File: config.mk
export PLATFORM = sky130hd
export DESIGN_NAME = seg7_scan_decoder
export DESIGN_NICKNAME = d
export VERILOG_FILES = /design/src/rtl/seg7_scan_decoder.sv
export SDC_FILE = /design/constraint.sdc
export NUM_CORES = 1
export LEC_CHECK = 0
export BUFFER_PORTS_ARGS = -buffer_cell sky130_fd_sc_hd__buf_2
export CORE_MARGIN = 4
export CORE_UTILIZATION = 53
export CTS_BUF_LIST = sky130_fd_sc_hd__clkbuf_4 sky130_fd_sc_hd__clkbuf_8 sky130_fd_sc_hd__clkbuf_16
export DETAILED_ROUTE_END_ITERATION = 7
export PLACE_DENSITY = 0.71
export SLEW_MARGIN = 15
export SYNTH_ARGS = -nofsm -noshare
export SYNTH_HDL_FRONTEND = slang
export SYNTH_SLANG_ARGS = --single-unit
File: constraint.sdc
create_clock -name clk_i -period 7.58 [get_ports clk_i]
set_input_delay 2.274 -clock clk_i [delete_from_list [all_inputs] [get_ports clk_i]]
set_output_delay 2.274 -clock clk_i [all_outputs]
set_load 0.005 [all_outputs]
File: src/rtl/seg7_scan_decoder.sv
// rtl/seg7_scan_decoder.sv - decodes a multiplexed 7-segment scan into a signed 32-bit value
module seg7_scan_decoder #(
  parameter int NUM_DIGITS     = 6,
  parameter int STABLE_CYCLES  = 4,
  parameter int SEG_ACTIVE_LOW = 1
) (
  input  logic                  clk_i,
  input  logic                  rst,
  input  logic [NUM_DIGITS-1:0] i_digit_sel,
  input  logic [7:0]            i_segment,
  input  logic                  i_ready,
  output logic                  o_valid,
  output logic [31:0]           o_value,
  output logic                  o_error,
  output logic                  o_overflow,
  output logic                  o_busy
);

  localparam int            IW         = (NUM_DIGITS > 1) ? $clog2(NUM_DIGITS) : 1;
  localparam logic [7:0]    STABLE_MAX = 8'(STABLE_CYCLES);
  localparam logic [IW-1:0] LAST_IDX   = IW'(NUM_DIGITS - 1);
  localparam logic [IW-1:0] IDX_ONE    = IW'(1);

  // Internal digit codes: 0..9 numeric, plus blank and minus markers.
  localparam logic [3:0] CODE_BLANK = 4'd10;
  localparam logic [3:0] CODE_MINUS = 4'd11;

  localparam logic [1:0] ST_COLLECT = 2'd0;
  localparam logic [1:0] ST_CONVERT = 2'd1;
  localparam logic [1:0] ST_PRESENT = 2'd2;

  // Largest magnitudes representable for each sign.
  localparam logic [39:0] POS_LIMIT = 40'h00_7FFF_FFFF;
  localparam logic [39:0] NEG_LIMIT = 40'h00_8000_0000;

  logic [1:0]            state;

  // Stability tracking
  logic [NUM_DIGITS-1:0] prev_sel;
  logic [7:0]            prev_seg;
  logic [7:0]            stab_cnt;
  logic                  inputs_same;

  // Select decoding
  logic [3:0]            sel_ones;
  logic [IW-1:0]         sel_idx;
  logic                  sel_onehot;

  // Segment decoding
  logic [6:0]            seg_norm;
  logic [3:0]            dec_code;
  logic                  dec_legal;

  // Captured frame
  logic [NUM_DIGITS-1:0] mask;
  logic [3:0]            code_q [NUM_DIGITS];
  logic [NUM_DIGITS-1:0] legal_q;
  logic                  mask_full;
  logic                  capture_fire;
  logic                  handshake;

  // Conversion datapath
  logic [IW-1:0]         conv_idx;
  logic [39:0]           acc;
  logic                  neg_q;
  logic                  err_q;
  logic                  seen_q;
  logic [3:0]            cur_code;
  logic                  cur_legal;
  logic                  cur_num;
  logic                  cur_minus;
  logic [39:0]           acc_next;
  logic                  neg_next;
  logic                  err_next;
  logic                  seen_next;
  logic [31:0]           fin_value;
  logic                  fin_err;
  logic                  fin_ovf;

  // Count asserted select lines and remember which one is set.
  always_comb begin
    sel_ones = 4'd0;
    sel_idx  = '0;
    for (int i = 0; i < NUM_DIGITS; i++) begin
      if (i_digit_sel[i]) begin
        sel_ones = sel_ones + 4'd1;
        sel_idx  = IW'(i);
      end
    end
  end

  assign sel_onehot  = (sel_ones == 4'd1);
  assign inputs_same = (i_digit_sel == prev_sel) && (i_segment == prev_seg);
  assign seg_norm    = (SEG_ACTIVE_LOW != 0) ? ~i_segment[6:0] : i_segment[6:0];

  // Map the normalised g..a pattern onto a digit code; dp never participates.
  always_comb begin
    dec_code  = 4'd0;
    dec_legal = 1'b1;
    case (seg_norm)
      7'h3F:   dec_code = 4'd0;
      7'h06:   dec_code = 4'd1;
      7'h5B:   dec_code = 4'd2;
      7'h4F:   dec_code = 4'd3;
      7'h66:   dec_code = 4'd4;
      7'h6D:   dec_code = 4'd5;
      7'h7D:   dec_code = 4'd6;
      7'h07:   dec_code = 4'd7;
      7'h7F:   dec_code = 4'd8;
      7'h6F:   dec_code = 4'd9;
      7'h00:   dec_code = CODE_BLANK;
      7'h40:   dec_code = CODE_MINUS;
      default: dec_legal = 1'b0;
    endcase
  end

  assign handshake    = (state == ST_PRESENT) && i_ready;
  assign mask_full    = &mask;
  // Fires only on the step into STABLE_MAX, so a long hold captures once.
  assign capture_fire = (state == ST_COLLECT) && sel_onehot && inputs_same &&
                        (stab_cnt == STABLE_MAX - 8'd1);

  // Stability counter: restart on any input change or a non-one-hot select.
  always_ff @(posedge clk_i) begin
    if (rst || handshake) begin
      prev_sel <= '0;
      prev_seg <= 8'd0;
      stab_cnt <= 8'd0;
    end else begin
      prev_sel <= i_digit_sel;
      prev_seg <= i_segment;
      if (!inputs_same || !sel_onehot) begin
        stab_cnt <= 8'd1;
      end else if (stab_cnt != STABLE_MAX) begin
        stab_cnt <= stab_cnt + 8'd1;
      end
    end
  end

  // Capture stable digits into the frame store while collecting.
  always_ff @(posedge clk_i) begin
    if (rst || handshake) begin
      mask    <= '0;
      legal_q <= '0;
      for (int i = 0; i < NUM_DIGITS; i++) begin
        code_q[i] <= 4'd0;
      end
    end else if (capture_fire) begin
      mask[sel_idx]    <= 1'b1;
      legal_q[sel_idx] <= dec_legal;
      code_q[sel_idx]  <= dec_code;
    end
  end

  assign cur_code  = code_q[conv_idx];
  assign cur_legal = legal_q[conv_idx];
  assign cur_num   = cur_legal && (cur_code <= 4'd9);
  assign cur_minus = cur_legal && (cur_code == CODE_MINUS);

  // One decimal step per cycle plus the running sign/error bookkeeping.
  always_comb begin
    acc_next  = (acc << 3) + (acc << 1) + {36'd0, (cur_num ? cur_code : 4'd0)};
    neg_next  = neg_q | cur_minus;
    // A minus is only legal as the first non-blank symbol of the frame.
    err_next  = err_q | !cur_legal | (cur_minus && (seen_q || neg_q));
    seen_next = seen_q | cur_num;
  end

  // Final result with error taking precedence over saturation.
  always_comb begin
    fin_value = 32'd0;
    fin_err   = 1'b0;
    fin_ovf   = 1'b0;
    if (err_next) begin
      fin_err = 1'b1;
    end else if (neg_next) begin
      if (acc_next > NEG_LIMIT) begin
        fin_value = 32'h8000_0000;
        fin_ovf   = 1'b1;
      end else begin
        fin_value = 32'd0 - acc_next[31:0];
      end
    end else begin
      if (acc_next > POS_LIMIT) begin
        fin_value = 32'h7FFF_FFFF;
        fin_ovf   = 1'b1;
      end else begin
        fin_value = acc_next[31:0];
      end
    end
  end

  // Control FSM: collect a full frame, convert MSD first, hold the result.
  always_ff @(posedge clk_i) begin
    if (rst) begin
      state      <= ST_COLLECT;
      conv_idx   <= '0;
      acc        <= 40'd0;
      neg_q      <= 1'b0;
      err_q      <= 1'b0;
      seen_q     <= 1'b0;
      o_valid    <= 1'b0;
      o_value    <= 32'd0;
      o_error    <= 1'b0;
      o_overflow <= 1'b0;
    end else begin
      case (state)
        ST_COLLECT: begin
          if (mask_full) begin
            state    <= ST_CONVERT;
            conv_idx <= LAST_IDX;
            acc      <= 40'd0;
            neg_q    <= 1'b0;
            err_q    <= 1'b0;
            seen_q   <= 1'b0;
          end
        end
        ST_CONVERT: begin
          acc      <= acc_next;
          neg_q    <= neg_next;
          err_q    <= err_next;
          seen_q   <= seen_next;
          conv_idx <= conv_idx - IDX_ONE;
          if (conv_idx == '0) begin
            state      <= ST_PRESENT;
            o_valid    <= 1'b1;
            o_value    <= fin_value;
            o_error    <= fin_err;
            o_overflow <= fin_ovf;
          end
        end
        ST_PRESENT: begin
          if (i_ready) begin
            state   <= ST_COLLECT;
            o_valid <= 1'b0;
          end
        end
        default: state <= ST_COLLECT;
      endcase
    end
  end

  assign o_busy = (state != ST_COLLECT);

endmodule

* Word-level counts from Yosys, hierarchy flattened
Memories as Yosys holds them, arrays and structs flattened. A register that Yosys moved wholly into a read port is not among the register bits. Cells that the tools add are included.
Word-level totals: register bits after elaboration 116, bits in writable memories 24, input bits 17, output and inout bits 36, word-level logic and storage cells 146, memories 1
Cells by class: add/subtract/negate cells 10, order comparisons 6, eq/ne operators 22, muxes and demuxes 55, bitwise operators 6, reductions and logical operators 30
Memory list:
- code_q | depth 6, width 4, read ports 1, clocked after memory_dff 1, write ports 6, RTL line 56 | logic [3:0] code_q [NUM_DIGITS];
Operators by type and width (count):
- $mux 32 | 4
- $pmux 39 s2 | 1
- $eq 7x7->1 const B | 8
- $pmux 4 s11 | 1
- $add 40x4->40 | 1
- $add 40x40->40 | 1
- $gt 40x31->1 const B | 1
- $gt 40x32->1 const B | 1
- $mux 39 | 1
- $sub 1x32->32 const A | 1
- $mux 4 | 7
- $mux 3 | 8
- $mux 1 | 21
- $add 4x1->4 const B | 5
- $eq 7x3->1 const B | 2
- $reduce_or 12->1 | 1
- $logic_and 1x1->1 | 9
- $add 8x1->8 const B | 1
- $eq 8x2->1 const B | 1
- $eq 8x8->1 | 1
- $lt 3x4->1 const B | 2
- $ne 8x3->1 const B | 1
- $pmux 1 s2 | 4
- $reduce_bool 2->1 | 4
- other kinds (29) | 42

* Longest topological paths before layout
Gate-level depths: netlist (run 1).
depth in word-level cells 20, mapped depth 21, gate-level depth less buffers 18

* Worst setup path after synthesis (run 1)
Ideal clock, no wire load.
path kind input to register, start input i_digit_sel[1], end memory code_q[0][0], enable pin, setup time 0.309 ns, data arrival time 5.514 ns, data required time 7.271 ns, setup slack 1.758 ns, stages on the path 16, buffers on the path 1, cell sequence inv_1 ha_1 xor2_1 ha_1 mux2_2 ha_1 nor2b_1 nor2_1 ha_1 mux2_2 o32a_1 nor3_1 and2_1 clkbuf_1 nand3_1 nand2_1
RTL lines:
- start: declaration | RTL line 9 | input logic [NUM_DIGITS-1:0] i_digit_sel,
- end: declaration | RTL line 56

==> summary.md, run 1 <==
| Metric | Value |
|---|---|
| Status | finished clean |
| Cell Rows | 50 |
| Area of the multi-input gates | ~6700 sq um |
| Class of the worst hold path | reg -> reg |
| Crit path max-delay cell type | or4_1 |
| CP max stage delay | around 0.99 ns |
| Routability cong. | between 1 and 1.5 |
| CP Class | reg -> reg |
| Final nets | 1339 |
| Minimum clock period | 6.36 ns |
| Cell taking the most area after synthesis | dfxtp_1 |
| Max Cap Viol | 0 |
| Hpwl dp | 20.5 mm |
| Post-synth EDFFs | 32 |
| Family with the most delay on the worst path | simple AND/OR/NAND/NOR gates |
| Worst Path Required | 7.90 ns |
| Most frequent cell after synthesis | nor2_1 |
| Initial antenna violation count | 2 |
| Residual DRC | 0 |
| Layout area overhead | 8.73% |
| Register area | around 3300 sq um |
| Max clock buf depth | 2 |
| Post-synthesis sequential area ratio | 32.2% |
| Arrival time worst endpoint | 6.68 ns |
| Die footprint | about 22000 sq um |
| Cts hold-fix bufs | 0 |
| Die height | 148 microns |
| Boundary Pins | 53 |
| TritonCTS clock tree | yes |
| Via count | between 9000 and 10000 |
| Final instance area | 11300 sq um |
| CP dominant cell by count | fa_1 |
| Unique cell type count in the Yosys netlist | 93 |
| Final Setup Violations | 0 |
| RSZ-0062 raised after global routing | false |
| Share of cells above drive strength 1 | about an eighth |
| Post-Route Setup TNS | 0 ns |
| Clock Skews | about 0.011 ns |
| Ys async rst share | 0% |
| Placed Area | roughly 11000 sq um |
| Fillers | roughly 1700 |
| Pin count of the biggest net entering global routing | between 50 and 60 |
| Slew Limit Fails | 0 |
| Final ANT Viol Nets | 0 |
| Initial DRT Pass Iterations | 7 |
| Vias/cell | about 6.1 |
| Global-route wire length before repair | 44.6 mm |
| Starting Density | a little over half |
| CP Capture Type | register |
| CTS Buf Count | 17 |
| Area contributors post-synth | dfxtp_1 (23%), ha_1 (10%), edfxtp_1 (9.2%) |
| Drt total wl | 27.2 mm |
| CP Max Fanout | 26 |
| Power per cell area | roughly 150 nW/um^2 |
| Worst VDD drop | about 0.15 mV |
| Critical path buffers and inverters | 0 |
| Ys flop type | dfxtp_1 |
| Post-CTS setup buffers | 0 |
| Syn Inst Count | around 1200 |
| Pleak | between 4 and 5 nW |
| Syn_area_per_cell | 8.50 sq um |
| CP Cell Sequence | mux4_2 -> mux2i_1 -> or3b_1 -> nor2_1 -> fa_1 -> fa_1 -> a211oi_4 -> o21ai_2 -> a311oi_4 -> a21oi_2 -> or4b_1 -> nand3_2 -> nand4_2 -> or4_1 -> o22a_1 -> a22o_1 |
| Share of the synthesized area in the top cell type | between 20% and 30% |
| WL/cell | 18.0 microns |
| Root Driver | clkbuf_16 |
| Clk sinks | between 150 and 200 |
| Clock slew at reported path FFs | approximately 0.07 ns |
| Antenna Cells | 0 |
| Number of synthesis warnings | 0 |
| Remaining Overflow, GRT | 0 |
| Initial detailed-routing violation count | between 700 and 800 |
| Number of global-route vias before repair | between 8000 and 9000 |
| Fmax | roughly 160 MHz |
| Hold Fails Final Rpt | 0 |
| Nature of the critical path startpoint | register |
| Worst-Margin Slew | about 1.1 ns |
| Die W | 148 microns |
| Top post-synthesis cells by count | nor2_1 (169), dfxtp_1 (119), nand2_1 (109) |
| Fin crit share | a little over four fifths |
| Worst slew margin | between 20% and 30% |
| #FFs+latches synth | about 150 |
| Tot GR Track Use | 24.9% |
| Core ar. | between 15000 and 20000 sq um |
| Port Buf Inserts | 52 |
| H-tree Lvls | 4 |
| Post-CTS sizing | 0 |
| Later-pin clock latency in the skew report | 0.43 ns |
| Cell Area, Synth | around 10000 sq um |
-- cell families (layout without fill, tap and decap cells) --
logic type / Yosys count / count (layout) / synth area share (%)
simple gates: 455 / 455 / 21.7
compound gates: 329 / 329 / 21.7
flops: 151 / 151 / 32.2
buf+inv: 101 / 120 / 4.08
fa+ha+maj: 87 / 87 / 10.6
xor+xnor: 76 / 76 / 6.41
mux: 22 / 22 / 3.27
other cells: 1 / 8 / 0.0361
-- report_power, final --
part,switching [W],internal [W]
registers,0.00000448,0.000830
clock network,0.000370,0.000426
logic,0.0000509,0.0000306
-- routing by layer --
layer	up-vias	part of all wire (%)	track usage, %
met5	-	0.081	0
li1	4498	-	-
met2	260	49	43.5
met1	4388	43	31.9
met4	4	2.2	7.67
met3	46	5.1	3.71
-- flip-flops by register name, summed over array words and instances, names as in the netlist, 3 cells and up, named ones only --
register  cells
mask          6
code_q       32
conv_idx      3
prev_sel      6
o_value      32
legal_q       6
acc          39
prev_seg      8
stab_cnt      8
-- final cells by class --
| type | instances | area share [%] |
|---|---|---|
| flip-flops and latches | 151 | 29.6 |
| clock inverters | 15 | 1.04 |
| clock buffers | 17 | 3.76 |
| well taps | 260 | 2.88 |
| multi-input cells | 977 | 59.0 |
| repair buffers | 58 | 2.70 |
| inverters | 30 | 0.997 |
-- worst register-to-register path, delay by kind of cell, from the launching register on --
family | cells | cell delay, ns
AND/OR/NAND/NOR | 6 | 2.27
AO/OA/AOI/OAI | 6 | 1.51
adder cells (fa/ha/maj) | 2 | 0.99
multiplexers | 2 | 0.88
flip-flops | 1 | 0.62
-- path summary, 6_finish.rpt --
kind	cells after the start	slack, ns	to	start
max reg2reg	16	1.22	o_value[1]$_SDFFE_PP0P_	register
min	2	0.44	o_value[7]$_SDFFE_PP0P_	o_value[7]$_SDFFE_PP0P_
min reg2reg	2	0.44	o_value[7]$_SDFFE_PP0P_	o_value[7]$_SDFFE_PP0P_
max	16	1.22	o_value[1]$_SDFFE_PP0P_	register
-- cell usage in the layout, fill, tap and decap left out, types with 8 or more instances in the layout --
| master | instances |
|---|---|
| a21o_1 | 12 |
| a21oi_1 | 73 |
| a22oi_1 | 41 |
| a31oi_1 | 9 |
| and2_1 | 21 |
| buf_2 | 52 |
| clkbuf_16 | 17 |
| conb_1 | 8 |
| dfxtp_1 | 119 |
| edfxtp_1 | 32 |
| ha_1 | 85 |
| inv_1 | 30 |
| mux4_2 | 9 |
| nand2_1 | 109 |
| nand2b_1 | 10 |
| nand3_1 | 29 |
| nand4_1 | 22 |
| nor2_1 | 168 |
| nor3_1 | 16 |
| nor4_1 | 15 |
| o211ai_1 | 9 |
| o21ai_0 | 46 |
| o21ai_1 | 31 |
| o22ai_1 | 19 |
| xnor2_1 | 44 |
| xor2_1 | 32 |
-- stage by stage --
| step | cells | hold slack (ns) | power [W] | utilization (%) | setup slack [ns] |
|---|---|---|---|---|---|
| floorplan | 1229 | 0.416 | 0.000911 | - | 1.76 |
| global placement | 1476 | 0.429 | 0.000930 | 56.6 | 1.40 |
| detailed placement | 1476 | 0.438 | 0.000932 | 56.6 | 1.28 |
| CTS | 1508 | 0.446 | 0.00173 | 59.4 | 1.25 |
| global route | 1508 | 0.466 | 0.00177 | 59.4 | 0.858 |
| finish | 1508 | 0.444 | 0.00171 | 59.4 | 1.22 |
Power figures use the tool's default switching activity.
==> run 2, diff against run 1 <==
==> constraint.sdc (replaced) <==
create_clock -name clk_i -period 6.4 [get_ports clk_i]
set_input_delay 1.92 -clock clk_i [delete_from_list [all_inputs] [get_ports clk_i]]
set_output_delay 1.92 -clock clk_i [all_outputs]
set_load 0.005 [all_outputs]
==> run 2 against run 1 <==
  * Clock power up 33%
  * Cell count up 0.53%
  * Non-clock buffer count up 7
  * Count of clock-buffer cells in the layout did not move
  * Sequential power up 18%
  * Maximum frequency up 4.6%
  * Critical path type unchanged
  * Largest power group is now clock
==> summary.md, run 2 (synthesis results as in run 1) <==
| Metric | Value |
|---|---|
| Max clock buf depth | 2 (unchanged) |
| RSZ-0062 raised after global routing | false |
| Cell Rows | 50 (unchanged) |
| Fillers | 1738 (-0.46%) |
| Post-CTS setup buffers | 0 (unchanged) |
| Nature of the critical path startpoint | register |
| Max Cap Viol | 0 (unchanged) |
| Layout area overhead | 10.3% |
| Area of the multi-input gates | 6690 sq um (+0.23%) |
| Final core occ | 60.3% (+0.85 points) |
| Die W | 148 microns (unchanged) |
| Most common cell after layout, fill and taps aside | nor2_1 |
| Remaining Overflow, GRT | 0 (unchanged) |
| Minimum clock period | 6.08 ns (-0.279 ns) |
| Pleak | 4.79 nW (+1.7%) |
| Fin crit share | 94.9% (+11 points) |
| Top reg by flops | acc |
| Final nets | 1347 (+0.60%) |
| Antenna Cells | 0 (unchanged) |
| Register area | 3340 sq um (about the same) |
| Arrival time worst endpoint | 6.45 ns (-0.23 ns) |
| Worst slew margin | 28.2% (+3.6 points) |
| Fmax | 165 MHz (+4.6%) |
| CP Capture Type | register |
| Initial antenna violation count | 2 (unchanged) |
| Starting Density | 54.6% (unchanged) |
| Via count | 9240 (+0.48%) |
| Die footprint | 21900 sq um (unchanged) |
| Worst Path Required | 6.77 ns (-1.13 ns) |
| Slew Limit Fails | 0 (unchanged) |
| Tot GR Track Use | 25.1% (+0.17 points) |
| CP Max Fanout | 13 (-50%) |
| Registers with the most flip-flops | acc (39), code_q (32), o_value (32) |
| Routability cong. | 1.01 (+0.53%) |
| Class of the worst hold path | reg -> reg |
| Final Setup Violations | 0 (unchanged) |
| Vias/cell | 6.09 (about the same) |
| Status | finished clean |
| Worst-Margin Slew | 1.07 ns (-0.0560 ns) |
| H-tree Lvls | 4 (unchanged) |
| Initial detailed-routing violation count | 597 (-18%) |
| Clock slew at reported path FFs | 0.07 ns (about the same) |
| Max reg flops | 39 (unchanged) |
| Root Driver | clkbuf_16 |
| WHS | 0.437 ns (-0.00762 ns) |
| Post-Route Setup TNS | 0 ns (unchanged) |
| Clk sinks | 151 (unchanged) |
| Most frequent cells in the layout | nor2_1 (168), dfxtp_1 (118), nand2_1 (109) |
| Hpwl dp | 20.4 mm (-0.33%) |
| Boundary Pins | 53 (unchanged) |
| TritonCTS clock tree | yes |
| Residual DRC | 0 (unchanged) |
| WL/cell | 18.2 microns (+1.1%) |
| Hold Fails Final Rpt | 0 (unchanged) |
| Pin count of the biggest net entering global routing | 58 (-1.7%) |
| Worst VDD drop | 0.184 mV (+24%) |
| CP Class | reg -> reg |
| Port Buf Inserts | 52 (unchanged) |
| Number of global-route vias before repair | 8529 (-1.5%) |
| Initial DRT Pass Iterations | 5 (-2) |
| Core ar. | 19000 sq um (unchanged) |
| Drt total wl | 27.6 mm (+1.6%) |
| Global-route wire length before repair | 44.8 mm (+0.43%) |
| Die height | 148 microns (unchanged) |
| Power per cell area | 187 nW/um^2 (+23%) |
| Share of cells above drive strength 1 | 13.0% (+0.80 points) |
| Later-pin clock latency in the skew report | 0.44 ns (about the same) |
| CTS Buf Count | 17 (unchanged) |
| Final ANT Viol Nets | 0 (unchanged) |
| Clock Skews | 0.0121 ns (+0.00125 ns) |
run 2: what timing repair did:
| action | CTS | global route |
|---|---|---|
| hold buffers | 0 | 0 |
| endpoints found under the setup margin | 0 | 29 |
| gates resized for setup | 0 | 1 |
run 2: path summary, 6_finish.rpt:
path,from,end,slack (ns),cells after the start
hold reg to reg,mask[3]$_SDFFE_PP0P_,mask[3]$_SDFFE_PP0P_,0.44,2
setup reg to reg,register,o_value[5]$_SDFFE_PP0P_,0.32,16
setup / recovery,register,o_value[5]$_SDFFE_PP0P_,0.32,16
hold / removal,mask[3]$_SDFFE_PP0P_,mask[3]$_SDFFE_PP0P_,0.44,2
run 2: layout make-up:
cell class                      instances  area share (%)
Multi-Input combinational cell        978            58.3
Sequential cell                       151            29.2
Clock buffer                           17            3.71
Timing Repair Buffer                   65            3.30
Tap cell                              260            2.84
Clock inverter                         15            1.66
Inverter                               30           0.983
run 2: layer usage:
layer / global-route usage (%) / vias up / routed length, microns
li1: - / 4515 / -
met1: 33.2 / 4377 / 12000
met2: 42.1 / 300 / 13400
met3: 4.78 / 44 / 1760
met4: 6.93 / 4 / 521
met5: 0 / - / 26
run 2: metrics by stage:
stage                     std cells  instance area (sq um)  worst slack, ns  total power [W]
after floorplan                1229                  10400            0.932          0.00108
after global placement         1482                  10800            0.480          0.00110
after CTS                      1514                  11400            0.233          0.00215
after global routing           1516                  11500           0.0206          0.00221
after detailed placement       1482                  10800            0.298          0.00111
final                          1516                  11500            0.324          0.00214
run 2: critical path, stage by stage, from the launching register on:
cell and delay (ns):
dfxtp_2 0.49, mux4_2 0.53, mux2i_1 0.32, or3b_1 0.44, nor2_1 0.14, fa_1 0.48, fa_1 0.52, a211oi_4 0.35
o211ai_2 0.20, nand3_1 0.23, nand3_1 0.15, xor2_1 0.25, or3_1 0.49, nor4_4 0.37, a211o_1 0.33, nand4b_2 0.45
o21ai_1 0.27
run 2: power breakdown:
part           switching [W]  total [W]  internal (W)  leakage [nW]
clock network       0.000492    0.00106      0.000566         0.302
logic              0.0000596  0.0000965     0.0000369          3.20
registers         0.00000552   0.000987      0.000982          1.29
total               0.000557    0.00214       0.00158          4.79
